**src/rtl/song_addr_calc_if.sv**
```systemverilog
// Control/address bundle between the audio front end and song_addr_calc.
// The master drives the sample strobe and song commands; the slave returns the ZBT addresses and status.
interface song_addr_calc_if #(
    parameter int ADDR_W    = 19,
    parameter int SONG_BITS = 3
);
    logic                 ready;
    logic                 start_song;
    logic [SONG_BITS:0]   song_choice;
    logic                 record_mode;
    logic                 pause_song;
    logic [ADDR_W-1:0]    addr0;
    logic [ADDR_W-1:0]    addr1;
    logic                 song_done;
    logic                 busy;

    modport master (
        output ready, start_song, song_choice, record_mode, pause_song,
        input  addr0, addr1, song_done, busy
    );

    modport slave (
        input  ready, start_song, song_choice, record_mode, pause_song,
        output addr0, addr1, song_done, busy
    );
endinterface

```
**src/rtl/song_addr_calc.sv**
```systemverilog
// ZBT address generator and per-song length table for record/playback, three samples per word.
// Optional build macro LOOP_PLAYBACK_EN: playback wraps to the start of the song instead of finishing.
module song_addr_calc #(
    parameter int ADDR_W    = 19,
    parameter int SONG_BITS = 3
) (
    input  logic               clk,
    input  logic               reset_n,
    song_addr_calc_if.slave    bus
);
    localparam int REGION_W = ADDR_W - SONG_BITS;
    localparam int NUM_SONG = 2 ** (SONG_BITS + 1);

    typedef enum logic [1:0] {IDLE, RECORD, PLAY, DONE} state_t;

    state_t                 state;
    logic                   bank;
    logic [SONG_BITS-1:0]   song;
    logic [REGION_W-1:0]    offset;
    logic [1:0]             cnt3;
    logic                   done;
    logic [REGION_W:0]      len [NUM_SONG];

    logic [SONG_BITS:0]     sel;
    logic [SONG_BITS:0]     choice;
    logic [REGION_W:0]      offset_inc;
    logic                   advance;
    logic [ADDR_W-1:0]      song_addr;

    assign sel        = {bank, song};
    assign choice     = bus.song_choice;
    assign offset_inc = {1'b0, offset} + 1'b1;
    assign advance    = bus.ready & ~bus.pause_song & ~done & ~bus.start_song &
                        ((state == RECORD) || (state == PLAY));

    always_ff @(posedge clk or negedge reset_n) begin
        if (!reset_n) begin
            state  <= IDLE;
            bank   <= 1'b0;
            song   <= '0;
            offset <= '0;
            cnt3   <= 2'd0;
            done   <= 1'b0;
            for (int i = 0; i < NUM_SONG; i++) begin
                len[i] <= '0;
            end
        end else if (bus.start_song) begin
            offset <= '0;
            cnt3   <= 2'd0;
            bank   <= choice[SONG_BITS];
            song   <= choice[SONG_BITS-1:0];
            if (bus.record_mode) begin
                state       <= RECORD;
                done        <= 1'b0;
                len[choice] <= '0;
            end else if (len[choice] == '0) begin
                // nothing recorded: finish immediately so the player does not stall
                state <= DONE;
                done  <= 1'b1;
            end else begin
                state <= PLAY;
                done  <= 1'b0;
            end
        end else if (advance) begin
            if (cnt3 != 2'd2) begin
                cnt3 <= cnt3 + 2'd1;
            end else begin
                cnt3 <= 2'd0;
                if (state == RECORD) begin
                    // offset_inc carries into the top bit when the region is full
                    len[sel] <= offset_inc;
                    if (&offset) begin
                        state <= DONE;
                        done  <= 1'b1;
                    end else begin
                        offset <= offset_inc[REGION_W-1:0];
                    end
                end else if (offset_inc == len[sel]) begin
`ifdef LOOP_PLAYBACK_EN
                    offset <= '0;
`else
                    state <= DONE;
                    done  <= 1'b1;
`endif
                end else begin
                    offset <= offset_inc[REGION_W-1:0];
                end
            end
        end
    end

    assign song_addr     = {song, offset};
    assign bus.addr0     = ((state != IDLE) && !bank) ? song_addr : '0;
    assign bus.addr1     = ((state != IDLE) &&  bank) ? song_addr : '0;
    assign bus.song_done = done;
    assign bus.busy      = (state == RECORD) || (state == PLAY);
endmodule

```
**src/flat_wrapper.sv**
```systemverilog
// flat-port wrapper written by rule: the top's interface ports become plain ports
module song_addr_calc_flat 
#(
    parameter int ADDR_W    = 19,
    parameter int SONG_BITS = 3
)
  (clk, reset_n, bus_ready, bus_start_song, bus_song_choice, bus_record_mode, bus_pause_song, bus_addr0, bus_addr1, bus_song_done, bus_busy);
  song_addr_calc_if #(.ADDR_W(ADDR_W), .SONG_BITS(SONG_BITS)) bus_i ();
  input  logic clk;
  input  logic reset_n;
  input wire logic [$bits(bus_i.ready)-1:0] bus_ready;
  input wire logic [$bits(bus_i.start_song)-1:0] bus_start_song;
  input wire logic [$bits(bus_i.song_choice)-1:0] bus_song_choice;
  input wire logic [$bits(bus_i.record_mode)-1:0] bus_record_mode;
  input wire logic [$bits(bus_i.pause_song)-1:0] bus_pause_song;
  output wire logic [$bits(bus_i.addr0)-1:0] bus_addr0;
  output wire logic [$bits(bus_i.addr1)-1:0] bus_addr1;
  output wire logic [$bits(bus_i.song_done)-1:0] bus_song_done;
  output wire logic [$bits(bus_i.busy)-1:0] bus_busy;
  assign bus_i.ready = bus_ready;
  assign bus_i.start_song = bus_start_song;
  assign bus_i.song_choice = bus_song_choice;
  assign bus_i.record_mode = bus_record_mode;
  assign bus_i.pause_song = bus_pause_song;
  assign bus_addr0 = bus_i.addr0;
  assign bus_addr1 = bus_i.addr1;
  assign bus_song_done = bus_i.song_done;
  assign bus_busy = bus_i.busy;
  song_addr_calc #(.ADDR_W(ADDR_W), .SONG_BITS(SONG_BITS)) u_core (.clk(clk), .reset_n(reset_n), .bus(bus_i));
endmodule
```
**config.mk**
```make
export PLATFORM = sky130hd
export DESIGN_NAME = song_addr_calc_flat
export DESIGN_NICKNAME = d
export VERILOG_FILES = /design/src/rtl/song_addr_calc_if.sv /design/src/rtl/song_addr_calc.sv /design/src/flat_wrapper.sv
export SDC_FILE = /design/constraint.sdc
export NUM_CORES = 1
export LEC_CHECK = 0
export BUFFER_PORTS_ARGS = -buffer_cell sky130_fd_sc_hd__buf_2
export CAP_MARGIN = 10
export CORE_ASPECT_RATIO = 1.2
export CORE_MARGIN = 1
export CORE_UTILIZATION = 62
export DETAILED_ROUTE_END_ITERATION = 7
export PLACE_DENSITY = 0.91
export SYNTH_ARGS = -nofsm -noshare
export SYNTH_HDL_FRONTEND = slang
export SYNTH_SLANG_ARGS = --single-unit
```
**constraint.sdc**
```tcl
create_clock -name clk -period 3.7 [get_ports clk]
set_input_delay 0.185 -clock clk [delete_from_list [all_inputs] [get_ports clk]]
set_output_delay 0.185 -clock clk [all_outputs]
set_load 0.01 [all_outputs]
```
# After elaboration in Yosys (flattened, before gate mapping)
# Index checks and enable logic that the tools add are counted.
# totals
wordCells	106
output_inout_bits	40
ff_bits	297
# classes
addsub	2
bitwise_logic	11
n_lt_le_gt_ge	4
n_reduce_logical	15
muxes	43
n_eq_ne	9
# ops
op	n
2-to-1 mux 272 bit	5
bitwise AND 272 bit	1
bitwise mux 272 bit	1
NOT 272 bit	1
binary-select mux 17 bit (select 4 bit)	2
demux 17 bit (select 4 bit)	2
2-to-1 mux 17 bit	6
2-to-1 mux 16 bit	6
2-to-1 mux 19 bit	2
2-to-1 mux 2 bit	10
adder 16 x 1 -> 17 bit, second input constant	1
== test 17 bit	1
logical NOT 17 bit	1
AND reduction 16 bit	1
AND reduction 4 bit	3
greater-or-equal comparator 5 bit, second input constant	2
< comparator 5 x 1 -> 1 bit, second input constant	2
NOT 4 -> 5 bit	2
2-to-1 mux 1 bit	9
inequality test 3 bit, second input constant	2
nonzero test 2 bit	3
bitwise AND 1 bit	4
logical AND 1 bit	4
inequality test 2 bit, second input constant	2
other kinds (9)	11

# Logic depth before layout (Yosys ltp)
# Gate-level depths: netlist (run 1).
# logic_depth
ltp_word	10
mapped_depth	15
mapped_depth_nobuf	10

# Worst setup path before layout (run 1)
# Ideal clock, no wire load.
# synth_timing
kind	register to register
start	reg u_core.song[0]
end	reg u_core.offset[1]
path_slack_ps	481
t_arrival_ps	3087
setup_time_ps	132
required_time_ps	3568
stages_incl_launch_ff	15
n_path_buf	5
cell_sequence	dfrtp_1 > buf_2 > buf_2 > buf_2 > mux4_2 > a22oi_1 > nand2_1 > xnor2_1 > nor4_1 > nand4_1 > o211ai_2 > buf_4 > buf_6 > mux2i_1 > nor2_1
# synth_between
elab_chain_len	7
# synth_lines
element	line	rtl
start: declaration	song_addr_calc.sv:18	logic [SONG_BITS-1:0] song;
start signal: assignment	song_addr_calc.sv:51	song <= choice[SONG_BITS-1:0];
NOT 4 -> 5 bit (implied by the code)	song_addr_calc.sv:78	end else if (offset_inc == len[sel]) begin
binary-select mux 17 bit (select 4 bit)	song_addr_calc.sv:78	
2-to-1 mux 17 bit (implied by the code) (2 in series)	song_addr_calc.sv:78	
== test 17 bit	song_addr_calc.sv:78	
inequality test 3 x 2 -> 1 bit (no line)	n/a	
AND reduction 4 bit (no line)	n/a	
end signal: assignment	song_addr_calc.sv:76	offset <= offset_inc[REGION_W-1:0];
end signal: assignment	song_addr_calc.sv:86	offset <= offset_inc[REGION_W-1:0];
end: declaration	song_addr_calc.sv:19	logic [REGION_W-1:0] offset;
# No other way between the ends. The select of a mux whose other input is x is not followed.
# A chain may end at the register's enable or synchronous reset.

# Worst setup path after layout (run 1)
# layout_timing
start	reg u_core.song[2]
end	reg u_core.offset[14]
# Same word-level chain as after synthesis.

==> results.md, run 1 <==
- Vias per cell: 7.90
- Failing checks: design-rule violations
- Total power: 6.79 mW
- R2R cell count: 10
- GR Overflow Total: 0
- Most frequent CP cell: buf_4
- Clock-pin transition on the worst setup and hold timing paths: 0.07 ns
- Max Clk Rate: 274 MHz
- Vias in the first global route: 12100
- Setup_tns: 0 ns
- Clk sinks: 297
- Worst IR Drop VDD: 0.280 mV
- Post-synth cell types: 59
- R2r setup slk: 0.05 ns
- Synthesized instance count: 1184
- DRC Markers: 6
- Wirelength per Cell: 31.2 um
- Share of layout cells above drive strength 1: 0.224
- Critical path cell sequence: buf_4, and2_1, a22o_1, a221oi_1, xnor2_1, mux2i_1, nand2_1, o211ai_2, buf_4, mux2_2
- Routed WL: 49400 um
- Yosys reg bits: 297
- Placeable Area: 23200 sq um
- Final cell area excluding filler cells: 16500 sq um
- Met3 WL: 6630 um
- Type of the most critical hold path: input port to flip-flop
- Post-DP HPWL: 33500 um
- Number of fill cells: 1564
- Pre-CTS setup slack: 0.0849 ns
- Syn Area/Cell: 12.4 sq um
- Fin crit period: 3.65 ns
- Period utilization: 0.988
- RSZ-0062 raised after global routing: false
- Highest Signal Layer: met5
- Crit path capture: u_core.offset[14]
- Clock Tree Buf Depth: 3
- Main flop type after synthesis: dfrtp_1
- Worst EP arrival: 4.08 ns
- Status: finished, violations left
- Syn Std Cell Area: 14700 sq um
- Syn_nets: 1197
- Initial antenna violation count: 3
- Crit path from: u_core.song[2]
- Post-synth top area share: 0.507
- CP Capture Type: flip-flop
- Slew margin rel.: 0.146
- FFs w/ async S/R, synth: 1.00
- Reg2reg end: u_core.offset[14]
- Max Cap Viol: 0
- Initial Utilization: 0.631
- GRT Overall Usage: 0.423
- Die ar.: 24300 sq um
- Yosys top cell by area: dfrtp_1
- Buffers added on ports: 49
- Kind of critical path: flip-flop to flip-flop
- Setup crit start kind: flip-flop
- Worst-skew pair later-pin latency: 0.57 ns
- Ys Warns: 0
- Clk Tree Root Cell: clkbuf_16
- Rows: 61
- Crit path max fanout: 13
- Final setup skew: 0.0250 ns
- Pin count of the biggest net entering global routing: 124
- Final setup viols: 0
- CTS tree: built
- Max stage delay cell, worst path: dfrtp_1
- Cell with the most instances after synthesis: dfrtp_1
- Pins over their slew limit: 0
- Number of enable flip-flop cells after synthesis: 0
- Final hold vios: 0
- WL met1: 16800 um
- Worst-Margin Slew: 1.27 ns
- Worst Setup Slack, final: 0.0455 ns
- Worst stage delay on the critical path: 0.88 ns
- Placed inst area: 15500 sq um
- ANT nets after route: 0
- Die Y: 170 um
- Area contributors post-synth: dfrtp_1 51%, a22o_1 17%, mux4_2 11%
- Met2 wire length: 21900 um
- Hold slack final: 0.0297 ns
- Power density cells: 411 nW/um^2
- Worst Path Required: 4.13 ns
- H-Tree Depth: 1
- Total CTS buffers: 28
- Commonest cells post-synth: 297 x dfrtp_1, 280 x a22o_1, 83 x clkbuf_1
- Initial DRC count: 2023
- IO Count: 50
- DRT Pass-1 Iters: 8
- Final net count: 1260
- Leakage: 7.61 nW
- First-pass GRT wire length: 75000 um
- Area delta synth->final: 12.9%
- Sequential area share after synthesis: 0.507
- Global placement routability congestion: 1.01
- Reg2reg start: u_core.song[2]
- Hold path start: bus_record_mode
- Via Count: 12500
- Die width: 142 um
- Worst Hold Depth: 3
==> logic make-up (layout without fill, tap and decap cells) <==
logic type                 count (synthesis)  count (layout)  share of synthesized area
adders and majority gates                  3               3                    0.00256
other                                      0               2                          0
xor gates and xnor gates                  20              20                     0.0130
DFF                                      297             297                      0.507
AOI/OAI and AO/OA                        368             368                      0.209
muxes                                     93              93                      0.127
and+or+nand+nor                          287             287                      0.110
buffers and inverters                    116             201                     0.0320
==> cell usage in the layout, fill, tap and decap left out, drive strengths merged, types with 3 or more instances in the layout <==
cell type	synthesis	layout
mux2	8	8
ha	3	3
o41ai	3	3
nand4	15	15
nand3	16	16
nor3	21	21
xnor2	11	11
o31ai	6	6
or4	14	14
o21a	7	7
nor2b	9	9
nor2	56	56
a21oi	14	14
a221oi	8	8
or3	10	10
and3	4	4
nor4	59	59
o211ai	3	3
a22oi	12	12
clkbuf	83	40
xor2	8	8
mux4	73	73
nand3b	3	3
nand2	23	23
o21ai	18	18
a22o	280	280
inv	9	10
and2	39	39
a31oi	3	3
clkinv	0	7
dfrtp	297	297
nand2b	6	6
clkinvlp	0	4
mux2i	12	12
o22ai	5	5
buf	24	139
==> area by class of cell <==
type	instances	area [sq um]	share of cell area
tap	315	394	0.0238
clock buffer	40	837	0.0506
timing repair buffer	140	978	0.0592
sequential	297	7440	0.450
multi-input combinational	771	6780	0.410
inverter	9	33.8	0.00204
antenna	2	5.00	0.000303
clock inverter	12	73.8	0.00446
==> state kept, by name (all words and copies together), names as in the netlist <==
register and count:
u_core.state 2, u_core.len 272, u_core.bus.song_done 1, u_core.bank 1, u_core.offset 16, u_core.song 3, u_core.cnt3 2
==> critical path: cells and delay by family, from the launching register on <==
| kind | cells | cell delay, ns |
|---|---|---|
| flops | 1 | 0.88 |
| mux | 2 | 0.66 |
| xor+xnor | 1 | 0.21 |
| simple gates | 2 | 0.62 |
| compound gates | 3 | 0.63 |
| buf+inv | 2 | 0.51 |
==> power by group <==
group | internal [mW] | switching [mW]
Combinational | 0.226 | 0.376
Clock | 1.58 | 1.27
Sequential | 3.28 | 0.0631
==> per-stage QoR <==
stage,std cells,util
after floorplan,1184,-
after global placement,1524,0.670
after detailed placement,1524,0.670
after CTS,1577,0.710
after global routing,1584,0.713
final,1586,0.713
==> routing by layer <==
metal  GRT usage  up-vias
met5           0        -
met4       0.273        2
met3       0.131      318
met2       0.630     1184
met1       0.538     6193
li1            -     4838
==> worst min path at each step <==
stage,endpoint,slack [ns]
global placement,u_core.cnt3[1],0.33
CTS,u_core.bus.song_done,0.03
detailed placement,u_core.cnt3[1],0.35
global route,u_core.bus.song_done,0.04
finish,u_core.bus.song_done,0.03
floorplan,u_core.bank,-0.11
==> repair_timing <==
action	in CTS	in global routing
resized for setup	0	2
hold buffers	1	0
endpoints found under the setup margin	0	19
endpoints found under the hold margin	118	0
setup buffers	0	7
No activity file was read; power rests on OpenSTA's default activity.
==> run 2: changes to the inputs <==
--- a/config.mk
+++ b/config.mk
@@ -12,6 +12,7 @@
 export CORE_UTILIZATION = 62
 export DETAILED_ROUTE_END_ITERATION = 7
 export PLACE_DENSITY = 0.91
+export RECOVER_POWER = 100
 export SYNTH_ARGS = -nofsm -noshare
 export SYNTH_HDL_FRONTEND = slang
 export SYNTH_SLANG_ARGS = --single-unit
==> run 2 against run 1 <==
Critical path depth unchanged. Critical path type unchanged. Highest routed layer unchanged. Worst setup slack worse by 0.023 ns. First-iteration DRC count down 2.3%. Sequential share of layout area up 0.39 points. Cell count down 0.13%. Count of clock-buffer cells in the layout unchanged. Register-to-register slack worse by 0.02 ns. Clock power about the same. Clock skew up 0.0055 ns. The flow finishes with violations (max-capacitance violations, max-slew violations).
==> results.md, run 2 (synthesis results as in run 1) <==
- Status: finished, violations left (unchanged)
- Failing checks: max-capacitance violations, max-slew violations (was design-rule violations)
- Final setup viols: 0 (unchanged)
- GR Overflow Total: 0 (unchanged)
- Total CTS buffers: 28 (unchanged)
- Worst stage delay on the critical path: 0.87 ns (was 0.88 ns)
- Final core occ: 0.707 (was 0.713)
- Worst Path Required: 4.13 ns (about the same)
- Max stage delay cell, worst path: dfrtp_1 (unchanged)
- Worst EP arrival: 4.10 ns (was 4.08 ns)
- Via Count: 12500 (about the same)
- Max Clk Rate: 272 MHz (was 274 MHz)
- Pin count of the biggest net entering global routing: 124 (unchanged)
- Fin crit period: 3.68 ns (was 3.65 ns)
- Max FFs per register: 272 (unchanged)
- Worst-skew pair later-pin latency: 0.57 ns (about the same)
- Critical path cell sequence: buf_4, and2_1, a22o_1, a221oi_1, xnor2_1, mux2i_1, nand2_1, o211ai_2, buf_4, mux2_2 (unchanged)
- GRT Overall Usage: 0.423 (unchanged)
- Setup crit start kind: flip-flop (unchanged)
- Clk Tree Root Cell: clkbuf_16 (unchanged)
- Largest reg by FF count: u_core.len (unchanged)
- Die width: 142 um (unchanged)
- RSZ-0062 raised after global routing: false (unchanged)
- Routed WL: 49500 um (was 49400 um)
- Worst IR Drop VDD: 0.271 mV (was 0.280 mV)
- Power density cells: 414 nW/um^2 (was 411 nW/um^2)
- Pins over their slew limit: 116 (was 0)
- Clock-pin transition on the worst setup and hold timing paths: 0.07 ns (about the same)
- Period utilization: 0.994 (was 0.988)
- Die Y: 170 um (unchanged)
- Share of layout cells above drive strength 1: 0.195 (was 0.224)
- DRC Markers: 0 (was 6)
- Die ar.: 24300 sq um (unchanged)
- Area delta synth->final: 11.9% (was 12.9%)
- Final antenna diode count: 0 (was 2)
- First-pass GRT wire length: 75000 um (unchanged)
- Final setup skew: 0.0305 ns (was 0.0250 ns)
- Slew margin rel.: -0.316 (was 0.146)
- Setup_tns: 0 ns (unchanged)
- Type of the most critical hold path: input port to flip-flop (unchanged)
- # placed instances: 1524 (unchanged)
- Vias per cell: 7.90 (about the same)
- Most frequent cells in the layout: 295 x dfrtp_1, 280 x a22o_1, 73 x mux4_2 (was 295 x dfrtp_1, 280 x a22o_1, 87 x buf_4)
- Final hold vios: 0 (unchanged)
- Clock Tree Buf Depth: 3 (unchanged)
- Initial antenna violation count: 3 (unchanged)
- Global placement routability congestion: 1.01 (unchanged)
- Leakage: 7.45 nW (was 7.61 nW)
- Initial Utilization: 0.631 (unchanged)
- IO Count: 50 (unchanged)
- Worst-Margin Slew: 1.97 ns (was 1.27 ns)
- Most frequent CP cell: buf_4 (unchanged)
- ANT nets after route: 0 (unchanged)
- Crit path max fanout: 13 (unchanged)
- CTS tree: built (unchanged)
- Worst Setup Slack, final: 0.0225 ns (was 0.0455 ns)
- Worst Hold Depth: 3 (unchanged)
- Buffers added on ports: 49 (unchanged)
- Pre-CTS setup slack: 0.0849 ns (unchanged)
- R2R cell count: 10 (unchanged)
- DRT Pass-1 Iters: 7 (was 8)
- Top Registers: u_core.len: 272 flops, u_core.offset: 16 flops, u_core.song: 3 flops (unchanged)
- Final non-filler cell total: 1584 (was 1586)
- Rows: 61 (unchanged)
- H-Tree Depth: 1 (unchanged)
- Wirelength per Cell: 31.3 um (was 31.2 um)
- Final cell area excluding filler cells: 16400 sq um (was 16500 sq um)
- Max Cap Viol: 2 (was 0)
- Post-DP HPWL: 33500 um (unchanged)
- Placed inst area: 15500 sq um (unchanged)
- Vias in the first global route: 12100 (unchanged)
- CP Capture Type: flip-flop (unchanged)
- Clk sinks: 297 (unchanged)
- Kind of critical path: flip-flop to flip-flop (unchanged)
- Initial DRC count: 1977 (was 2023)
- Final net count: 1260 (unchanged)
- Commonest non-fill, non-tap cell in the layout: dfrtp_1 (unchanged)
- Placeable Area: 23200 sq um (unchanged)
[run 2: changes by cell type in the layout (fill, tap and decap cells not counted), moves of 2 or more]
cell | before | now
clkbuf_1 | 4 | 34
diode_2 | 2 | 0
and2_1 | 39 | 15
buf_4 | 87 | 61
nor3_2 | 5 | 1
and2_0 | 0 | 24
buf_2 | 48 | 32
o21ai_1 | 6 | 2
clkbuf_2 | 0 | 13
o21ai_0 | 12 | 16
nor3_1 | 16 | 20
[run 2: cell type report]
cell class                 count  area, sq um
fill                        1604         6810
tap                          315          394
timing repair buffer         140          861
sequential                   297         7440
multi-input combinational    771         6760
clock buffer                  40          837
clock inverter                12         73.8
inverter                       9         33.8
[run 2: through the flow]
| stage | hold WS, ns | power [mW] |
|---|---|---|
| after floorplan | -0.111 | 3.72 |
| after global placement | 0.331 | 3.96 |
| after detailed placement | 0.345 | 3.97 |
| after CTS | 0.0273 | 6.76 |
| after global routing | 0.0378 | 6.94 |
| final | 0.0325 | 6.79 |
[run 2: critical path, delay by kind of cell (launching register included)]
kind / cells / cell delay (ns)
flip-flops: 1 / 0.87
XOR/XNOR: 1 / 0.21
AND/OR/NAND/NOR: 2 / 0.64
AO/OA/AOI/OAI: 3 / 0.64
buffers and inverters: 2 / 0.51
multiplexers: 2 / 0.66
[run 2: power breakdown]
part           total [mW]  internal (mW)  switching (mW)
clock                2.85           1.58            1.27
combinational       0.590          0.213           0.376
sequential           3.35           3.28          0.0625
[run 2: timing repair]
item | CTS | global route
setup endpoints to repair | 0 | 19
resized for setup | 0 | 2
hold endpoints to repair | 118 | 0
hold buffers | 1 | 0
buffers inserted | 0 | 7
[run 2: final timing paths]
kind / startpoint / end / slack (ns)
min in group asynchronous: reset_n / u_core.len[260] / 0.31
min: bus_record_mode / u_core.bus.song_done / 0.03
max: u_core.song[2] / u_core.offset[14] / 0.02
max reg2reg: u_core.song[2] / u_core.offset[14] / 0.02
max in group asynchronous: reset_n / u_core.len[23] / 0.92
min reg2reg: u_core.state[1] / u_core.state[1] / 0.50
[run 2: layer usage]
metal | up-vias | share of wire | global-route usage | routed length, um
li1 | 4840 | - | - | -
met1 | 6149 | 0.34 | 0.538 | 17000
met2 | 1215 | 0.44 | 0.630 | 21900
met3 | 305 | 0.14 | 0.131 | 6760
met4 | 2 | 0.080 | 0.273 | 3940
met5 | - | 0.00032 | 0 | 16
==> run 3: changes to the inputs <==
--- a/config.mk
+++ b/config.mk
@@ -9,9 +9,9 @@
 export CAP_MARGIN = 10
 export CORE_ASPECT_RATIO = 1.2
 export CORE_MARGIN = 1
-export CORE_UTILIZATION = 62
+export CORE_UTILIZATION = 50
 export DETAILED_ROUTE_END_ITERATION = 7
-export PLACE_DENSITY = 0.91
+export PLACE_DENSITY = 0.77
 export RECOVER_POWER = 100
 export SYNTH_ARGS = -nofsm -noshare
 export SYNTH_HDL_FRONTEND = slang
==> constraint.sdc (replaced) <==
create_clock -name clk -period 3.7 [get_ports clk]
set_input_delay 0.555 -clock clk [delete_from_list [all_inputs] [get_ports clk]]
set_output_delay 0.555 -clock clk [all_outputs]
set_load 0.01 [all_outputs]
==> run 3 against run 2 <==
The flow still finishes with violations (max-capacitance violations, max-slew violations). Global-route usage is 8.1 points lower. Sequential share of layout area down 0.48 points. Total power rose by 2.2%. Register-to-register slack better by 0.15 ns. Cell count is 4.2% higher. Utilization is 13 points lower. Routed wire length is 0.21% higher. Sequential power barely moved. Via count decreased by 2.7%. Fmax increased by 4.3%. Flip-flop and latch count stayed put. Critical endpoint is now u_core.offset[8]. Highest routed layer is now met4.
==> results.md, run 3 (synthesis results as in run 1) <==
- Top Registers: u_core.len: 272 flops, u_core.offset: 16 flops, u_core.song: 3 flops (unchanged)
- Setup_tns: 0 ns (unchanged)
- Period utilization: 0.953 (was 0.994)
- # placed instances: 1592 (was 1524)
- Vias per cell: 7.37 (was 7.90)
- Die ar.: 30000 sq um (was 24300 sq um)
- Max Cap Viol: 1 (was 2)
- Sw Share: 0.241 (was 0.253)
- Final hold vios: 0 (unchanged)
- Type of the most critical hold path: input port to flip-flop (unchanged)
- Clock-pin transition on the worst setup and hold timing paths: 0.07 ns (about the same)
- Rows: 68 (was 61)
- Fin crit period: 3.53 ns (was 3.68 ns)
- Worst Path Required: 4.14 ns (was 4.13 ns)
- Leakage: 7.51 nW (was 7.45 nW)
- Share of layout cells above drive strength 1: 0.199 (was 0.195)
- GRT Overall Usage: 0.342 (was 0.423)
- Via Count: 12200 (was 12500)
- DRC Markers: 0 (unchanged)
- Initial antenna violation count: 0 (was 3)
- Die width: 158 um (was 142 um)
- Global placement routability congestion: 0.990 (was 1.01)
- Internal power: 5.26 mW (was 5.07 mW)
- Status: finished, violations left (unchanged)
- Area delta synth->final: 13.1% (was 11.9%)
- Total power: 6.93 mW (was 6.79 mW)
- Clock Tree Buf Depth: 3 (unchanged)
- IO Count: 50 (unchanged)
- Routed WL: 49700 um (was 49500 um)
- Final setup viols: 0 (unchanged)
- Crit path max fanout: 21 (was 13)
- Max Clk Rate: 284 MHz (was 272 MHz)
- Final core occ: 0.576 (was 0.707)
- Max FFs per register: 272 (unchanged)
- Commonest non-fill, non-tap cell in the layout: dfrtp_1 (unchanged)
- Logic pwr share: 0.085 (was 0.087)
- First-pass GRT wire length: 75300 um (was 75000 um)
- Kind of critical path: flip-flop to flip-flop (unchanged)
- Clock share of power: 0.433 (was 0.420)
- Most frequent cells in the layout: 295 x dfrtp_1, 280 x a22o_1, 73 x mux4_2 (unchanged)
- Vias in the first global route: 11700 (was 12100)
- RSZ-0062 raised after global routing: false (unchanged)
- Worst EP arrival: 3.96 ns (was 4.10 ns)
- Worst IR Drop VDD: 0.371 mV (was 0.271 mV)
- P_sw: 1.67 mW (was 1.71 mW)
- Failing checks: max-capacitance violations, max-slew violations (unchanged)
- Final non-filler cell total: 1650 (was 1584)
- Initial DRC count: 1574 (was 1977)
- Clk Tree Root Cell: clkbuf_16 (unchanged)
- Number of fill cells: 2359 (was 1604)
- Hold slack final: 0.393 ns (was 0.0325 ns)
- GR Overflow Total: 0 (unchanged)
- Part of the power in registers: 0.482 (was 0.493)
- Die Y: 190 um (was 170 um)
- Setup crit start kind: flip-flop (unchanged)
- Placeable Area: 28800 sq um (was 23200 sq um)
- CP Capture Type: flip-flop (unchanged)
- Buffers added on ports: 49 (unchanged)
- DRT Pass-1 Iters: 5 (was 7)
- Total CTS buffers: 28 (unchanged)
- Pins over their slew limit: 101 (was 116)
- Wirelength per Cell: 30.1 um (was 31.3 um)
- CTS Hold Bufs: 0 (was 1)
- Pin count of the biggest net entering global routing: 103 (was 124)
- Final setup skew: 0.00978 ns (was 0.0305 ns)
- H-Tree Depth: 1 (unchanged)
- CTS tree: built (unchanged)
- Clk sinks: 297 (unchanged)
- Final net count: 1257 (was 1260)
- Power density cells: 418 nW/um^2 (was 414 nW/um^2)
- Worst-Margin Slew: 2.75 ns (was 1.97 ns)
- Worst-skew pair later-pin latency: 0.56 ns (was 0.57 ns)
- ANT nets after route: 0 (unchanged)
- Slew margin rel.: -0.835 (was -0.316)
- Final antenna diode count: 0 (unchanged)
- Initial Utilization: 0.509 (was 0.631)
- Largest reg by FF count: u_core.len (unchanged)
- Post-DP HPWL: 34000 um (was 33500 um)
==> run 3: layout make-up <==
class / instances / area, sq um / area share
sequential: 297 / 7440 / 0.449
multi-input combinational: 771 / 6760 / 0.408
timing repair buffer: 137 / 892 / 0.0538
clock buffer: 38 / 820 / 0.0495
tap: 385 / 482 / 0.0291
clock inverter: 13 / 150 / 0.00906
inverter: 9 / 33.8 / 0.00204
==> run 3: power groups by stage <==
stage               clock, mW  combinational, mW  sequential, mW
CTS                      3.02              0.581            3.34
detailed placement          0              0.579            3.40
finish                   3.01              0.586            3.34
global route             3.16              0.628            3.34
global placement            0              0.570            3.40
floorplan                   0              0.360            3.36
==> run 3: worst max-delay path: stages, from the launching register on <==
cell and delay [ns]:
dfrtp_4 0.62, buf_4 0.18, mux4_2 0.53, mux4_2 0.49, xor3_1 0.21, nand3_1 0.10
a2111oi_2 0.28, nand4_1 0.22, o211ai_2 0.24, buf_12 0.18, mux2_2 0.34
==> run 3: metal layers <==
layer / up-vias / routed length, um / GRT usage
met5: - / 0 / 0
met3: 225 / 5490 / 0.0806
met4: 0 / 3940 / 0.237
li1: 4853 / - / -
met2: 937 / 22300 / 0.509
met1: 6153 / 18000 / 0.440
==> run 3: worst paths after layout <==
check | cells past startpoint | startpoint | to | slack, ns
max reg2reg | 10 | u_core.song[0] | u_core.offset[8] | 0.17
max | 10 | u_core.song[0] | u_core.offset[8] | 0.17
min reg2reg | 1 | u_core.bus.song_done | u_core.bus.song_done | 0.51
max in group asynchronous | 1 | reset_n | u_core.song[0] | 0.83
min | 3 | bus_record_mode | u_core.state[0] | 0.39
min in group asynchronous | 1 | reset_n | u_core.len[243] | 0.82
==> run 3: metrics by stage <==
step | setup WS (ns) | area [sq um]
finish | 0.174 | 16600
global placement | 0.184 | 15700
detailed placement | 0.171 | 15700
CTS | 0.157 | 16600
global route | 0.0194 | 16600
floorplan | 0.481 | 14700
==> run 3: timing repair <==
| action | in CTS | in global routing |
|---|---|---|
| buffers inserted | 0 | 6 |
| endpoints found under the setup margin | 0 | 14 |
| gates resized for setup | 0 | 1 |
